## config.mk

```make
export PLATFORM = sky130hd
export DESIGN_NAME = bus_arbiter
export DESIGN_NICKNAME = d
export VERILOG_FILES = /design/src/rtl/bus_arbiter.sv
export SDC_FILE = /design/constraint.sdc
export NUM_CORES = 1
export LEC_CHECK = 0
export ABC_AREA = 1
export CAP_MARGIN = 40
export CORE_ASPECT_RATIO = 0.5
export CORE_MARGIN = 10
export CORE_UTILIZATION = 39
export DETAILED_ROUTE_END_ITERATION = 8
export PLACE_DENSITY = 0.95
export SLEW_MARGIN = 40
export SYNTH_ARGS = -nofsm -noshare
export SYNTH_HDL_FRONTEND = slang
export SYNTH_SLANG_ARGS = --single-unit
```

## constraint.sdc

```tcl
create_clock -name clk_in -period 4.3 [get_ports clk_in]
set_input_delay 0.43 -clock clk_in [delete_from_list [all_inputs] [get_ports clk_in]]
set_output_delay 0.43 -clock clk_in [all_outputs]
set_load 0.005 [all_outputs]
```

## src/rtl/bus_arbiter.sv

```systemverilog
// bus_arbiter: shares one external memory bus between the cpu6502 core and a DMA requester.
// The core is stalled through cpu_ready while the DMA owns the bus. DMA bursts are bounded
// by MAX_BURST beats, and at least CPU_MIN_SLOTS core cycles separate consecutive bursts.
// Optional feature macro: BUS_ARBITER_STATS_EN adds saturating beat/stall counters.
module bus_arbiter #(
    parameter int unsigned MAX_BURST     = 4,
    parameter int unsigned CPU_MIN_SLOTS = 1
) (
    input  logic        clk_in,
    input  logic        reset,
    input  logic [15:0] cpu_address,
    input  logic [7:0]  cpu_data_out,
    input  logic        cpu_read_write,
    output logic [7:0]  cpu_data_in,
    output logic        cpu_ready,
    input  logic        dma_req,
    input  logic [15:0] dma_address,
    input  logic [7:0]  dma_data_out,
    input  logic        dma_read_write,
    input  logic        dma_last,
    output logic        dma_grant,
    output logic        dma_ack,
    output logic [7:0]  dma_data_in,
    output logic [15:0] mem_address,
    output logic [7:0]  mem_data_out,
    output logic        mem_read_write,
`ifdef BUS_ARBITER_STATS_EN
    output logic [15:0] stat_dma_beats,
    output logic [15:0] stat_cpu_stall,
`endif
    input  logic [7:0]  mem_data_in
);

    typedef enum logic [1:0] {
        StCpuOwn,
        StHandover,
        StDmaOwn,
        StReturn
    } state_e;

    localparam logic [8:0] BurstLen = 9'(MAX_BURST);
    localparam logic [7:0] MinSlots = 8'(CPU_MIN_SLOTS);

    state_e     state_q, state_d;
    logic [7:0] beat_q, beat_d;
    logic [7:0] guard_q, guard_d;
    logic [8:0] beat_inc;

    // Widened so the terminal-count compare cannot wrap at 255.
    assign beat_inc = {1'b0, beat_q} + 9'd1;

    // Read data goes to both masters straight from memory.
    assign cpu_data_in = mem_data_in;
    assign dma_data_in = mem_data_in;

    // State, beat and guard registers.
    always_ff @(posedge clk_in or negedge reset) begin
        if (!reset) begin
            state_q <= StCpuOwn;
            beat_q  <= 8'd0;
            guard_q <= 8'd0;
        end else begin
            state_q <= state_d;
            beat_q  <= beat_d;
            guard_q <= guard_d;
        end
    end

    // Next-state logic and bus multiplexing.
    always_comb begin
        state_d        = state_q;
        beat_d         = beat_q;
        guard_d        = guard_q;
        cpu_ready      = 1'b1;
        dma_grant      = 1'b0;
        dma_ack        = 1'b0;
        mem_address    = cpu_address;
        mem_data_out   = cpu_data_out;
        mem_read_write = cpu_read_write;

        unique case (state_q)
            StCpuOwn: begin
                if (dma_req && (guard_q == 8'd0)) begin
                    state_d = StHandover;
                end else if (guard_q != 8'd0) begin
                    guard_d = guard_q - 8'd1;
                end
            end
            StHandover: begin
                // Dead cycle: core address stays on the bus but only as a read.
                cpu_ready      = 1'b0;
                mem_read_write = 1'b0;
                beat_d         = 8'd0;
                state_d        = StDmaOwn;
            end
            StDmaOwn: begin
                cpu_ready      = 1'b0;
                dma_grant      = 1'b1;
                dma_ack        = dma_req;
                mem_address    = dma_address;
                mem_data_out   = dma_data_out;
                mem_read_write = dma_read_write;
                if (dma_req) begin
                    beat_d = beat_q + 8'd1;
                    if (dma_last || (beat_inc == BurstLen)) begin
                        state_d = StReturn;
                    end
                end else begin
                    state_d = StReturn;
                end
            end
            StReturn: begin
                cpu_ready      = 1'b0;
                mem_read_write = 1'b0;
                guard_d        = MinSlots;
                state_d        = StCpuOwn;
            end
            default: begin
                state_d = StCpuOwn;
            end
        endcase

        // While reset is held, never issue a write on the bus.
        if (!reset) begin
            cpu_ready      = 1'b1;
            dma_grant      = 1'b0;
            dma_ack        = 1'b0;
            mem_read_write = 1'b0;
        end
    end

`ifdef BUS_ARBITER_STATS_EN
    // Saturating counters of acked beats and core stall cycles.
    always_ff @(posedge clk_in or negedge reset) begin
        if (!reset) begin
            stat_dma_beats <= 16'd0;
            stat_cpu_stall <= 16'd0;
        end else begin
            if (dma_ack && (stat_dma_beats != 16'hFFFF)) begin
                stat_dma_beats <= stat_dma_beats + 16'd1;
            end
            if (!cpu_ready && (stat_cpu_stall != 16'hFFFF)) begin
                stat_cpu_stall <= stat_cpu_stall + 16'd1;
            end
        end
    end
`endif

endmodule

```

# Yosys cells after proc, flatten, opt, wreduce, memory -nomap -nowiden
# Index checks and enable logic that the tools add are counted.
[word_totals] register_bits=18 in_bits=62 output_inout_bits=44 word_cells=46
[classes] addsub=3 n_eq_ne=9 mux=19 reduce_logical=12
[op_table] op="$mux 8" count=4
[op_table] op="$pmux 8 s2" count=2
[op_table] op="$mux 16" count=1
[op_table] op="$add 8x1->9 const B" count=1
[op_table] op="$eq 9x3->1 const B" count=1
[op_table] op="$add 8x1->8 const B" count=1
[op_table] op="$logic_not 8->1" count=1
[op_table] op="$ne 2x2->1 const B" count=4
[op_table] op="$pmux 2 s4" count=1
[op_table] op="$reduce_bool 8->1" count=1
[op_table] op="$sub 8x1->8 const B" count=1
[op_table] op="$mux 1" count=7
[op_table] op="$mux 2" count=3
[op_table] op="$eq 2x2->1 const B" count=2
[op_table] op="$reduce_and 2->1" count=2
[op_table] op="$reduce_bool 2->1" count=2
[op_table] op="$ne 3x3->1 const B" count=1
[op_table] op="$reduce_and 3->1" count=1
[op_table] op="$reduce_or 3->1" count=1
[op_table] op="$eq 2x1->1 const B" count=1
[op_table] op="$logic_not 2->1" count=1
[op_table] op="$pmux 1 s2" count=1
[op_table] op="$reduce_or 2->1" count=1
[op_table] op="$logic_and 1x1->1" count=1
[op_table] op="$logic_or 1x1->1" count=1

# Depth between registers and ports, before layout
[depth] ltp_word=6 depth_mapped=11 ltp_nobuf=11

# Worst setup path after synthesis
# Ideal clock, no wire load.
[synth_timing] path_kind="reg-to-output" start="register state_q[0]" end="output port mem_address[0]" arrival_ps=1293 required_ps=3870 slack_ps=2577 path_stages_with_launch=8 n_path_buf=2 cell_sequence="dfrtp_1 > inv_1 > ha_1 > buf_2 > inv_2 > clkbuf_1 > nand2_1 > nand2_1"
[synth_via] elab_chain_len=2
[synth_lines] element="from (decl)" line_no="44" source="state_e state_q, state_d;"
[synth_lines] element="from (signal assigned)" line_no="59" source="state_q <= StCpuOwn;"
[synth_lines] element="from (signal assigned)" line_no="63" source="state_q <= state_d;"
[synth_lines] element="$eq 2x2->1" line_no="81" source="unique case (state_q)"
[synth_lines] element="$mux 16" line_no="81"
[synth_lines] element="to (decl)" line_no="24" source="output logic [15:0] mem_address,"
# Every way passes these cells.

# Final worst setup path
[layout_timing] start="register state_q[0]" end="output port mem_address[2]"
# Same word-level chain as after synthesis.

==> metrics <==
fin crit share=61.8%; worst min path class=input port to asynchronous set/reset pin; grt ovf=0; number of synthesized flops with an enable pin=0; first-pass GRT wire length=8940 um; startpoint types=flip-flop; Worst R2R Setup Slack=~2.4 ns; post-layout min period=2.66 ns; share of layout cells above drive strength 1=7.30%; setup TNS=0 ns; fmax=376 MHz; synthesis-to-layout area growth=49.0%; CP Class=flip-flop to output pin; CP Capture Type=output pin; Comb power frac=69.1%; die area=around 7200 um2; Routed WL=5410 um; Ports=106; DIE WIDTH=about 110 um; status=finished, final reports clean; Post-Syn Instances=roughly 250; Cell Rows=16; most used cell, CP=nand2_1; delay of the slowest critical-path stage=between 0.5 and 0.6 ns; post-CTS resize count=0; # DRC=0; Clk pwr share=9.2%; Synthesized Nets=321; Initial Utilization=between 40% and 50%; Synth Cell Area=around 1600 um2; CP max-delay cell=clkdlybuf4s50_1; Pre-Repair DR Iteration Count=4; NumNets Final=387; Crit Path Max Fanout=26; PortBufs=81; unrepaired setup endpoints after global routing=false; pins over their slew limit=0; Yosys top cell by area=dfrtp_1; Total Routing Usage GR=14.8%; P_sw=0.587 mW; clock slew seen by the registers of the worst setup and hold paths=0.07 ns; largest net degree at the start of global routing=27; cell with the most instances after synthesis=nand2_1; Ys Warns=0; Worst setup startpoint=state_q[0]; final hold violations=0; Post-synth top cells=111 x nand2_1, 20 x inv_1, 18 x dfrtp_1; Power Density=535 nW/um2; fraction of registers with async set/reset=100%; hold-fix buffer count after cts=0; CTS tree=built; Yosys top cell area share=between 20% and 30%; CTS Root Cell=clkbuf_8; Fillers=343; RR Startpoint=state_q[0]; CP Data Arrival Time=2.23 ns; Seq pwr share=21.7%; Pleak=1.16 nW; peak supply drop=between 0.0002 and 0.0003 V; Int Power=0.689 mW; worst endpoint required time=3.87 ns; ANT nets after route=0; Setup Buffers After CTS=0; total clock sinks=18; CORE AREA=3920 um2; post-synthesis sequential area ratio=28.2%; vias=1779; skew final=between 0.004 and 0.005 ns; DP HPWL=around 4400 um; Final setup viols=0; CTS max path bufs=2; Distinct cells, synth=22; top area cells in the synthesized netlist=dfrtp_1 28%, nand2_1 26%, buf_4 7.5%; Sw Share=46.0%; ys flop type=dfrtp_1; Num CTS Buffers=3; Skew-Pair Late Insertion Delay=0.25 ns; Max-Cap Viols=0; Die H=65.3 um; H-tree Lvls=1; antenna diode count=0; Via density=4.82; FF+latch count, synth=18; Slew headroom=~52%; fin util=roughly three fifths; vias in the first global route=~1900; Worst Tran Pin Value=0.714 ns; initial antenna violation count=0; wire length per cell=between 10 and 15 um; DRT iter0 DRCs=70; Synth Area per Inst=between 6 and 7 um2; CP cell instances=inv_1 > ha_1 > inv_2 > nand2_1 > nand2_1 > clkdlybuf4s50_1; routability cong.=0.800
==> state kept, by name, indices dropped and copies added (netlist names) <==
register	flops
state_q	2
beat_q	8
guard_q	8
==> critical path: cells and delay by family (launching register included) <==
family                   cells  cell delay (ns)
flip-flops                   1             0.40
AND/OR/NAND/NOR              2             0.20
adder cells (fa/ha/maj)      1             0.35
buffers and inverters        3             1.02
==> worst paths after layout <==
kind / endpoint / cells past startpoint
max in group asynchronous: guard_q[7] / 2
setup / recovery: mem_address[2] / 6
hold / removal: guard_q[4] / 2
min in group clk_in: guard_q[1] / 2
hold reg to reg: guard_q[1] / 2
setup reg to reg: beat_q[3] / 6
==> routing by layer <==
layer	track usage (%)	vias to the layer above	share of wire, %
met5	0	-	0
met4	7.58	0	3.1
met3	7.43	17	11
met2	28.6	85	51
met1	12.7	787	34
li1	-	890	-
==> final cells by class <==
type,count,area [um2],share of cell area [%]
Tap cell,54,67.6,2.84
Multi-Input combinational cell,188,911,38.2
Clock buffer,3,41.3,1.73
Inverter,23,86.3,3.62
Sequential cell,18,450,18.9
Timing Repair Buffer,83,826,34.7
==> power by group through the flow <==
stage               registers (mW)  logic [mW]  clock network (mW)
global placement             0.273       0.821                   0
detailed placement           0.279       0.866                   0
floorplan                    0.268       0.514                   0
CTS                          0.276       0.888               0.117
global route                 0.284       0.984               0.127
finish                       0.276       0.881               0.118
==> stage by stage <==
| stage | area (um2) | power, mW | hold slack, ns | setup slack [ns] | cells |
|---|---|---|---|---|---|
| 2_1_floorplan | 1600 | 0.782 | 0.134 | 2.58 | 251 |
| 3_3_place_gp | 2340 | 1.09 | 0.511 | 1.97 | 366 |
| 3_5_place_dp | 2340 | 1.14 | 0.531 | 1.92 | 366 |
| 4_1_cts | 2380 | 1.28 | 0.525 | 1.64 | 369 |
| 5_1_grt | 2380 | 1.40 | 0.531 | 1.50 | 369 |
| 6_report | 2380 | 1.28 | 0.509 | 1.64 | 369 |
==> cell families after synthesis <==
logic type	after synthesis	share of synthesized area, %
simple gates	154	40.1
buf+inv	45	14.9
compound gates	21	7.90
flops	18	28.2
fa+ha+maj	8	6.26
xor+xnor	5	2.74
==> cell usage in the layout (no fill, tap or decap), drive strengths merged <==
cell,instances
o21bai,1
clkdlybuf4s50,81
dfrtp,18
ha,8
buf,2
nand3,17
a21oi,3
nor3,2
nand2,116
xor2,5
o21ai,17
clkbuf,3
inv,23
nor2,19
No activity file was read; power rests on OpenSTA's default activity.
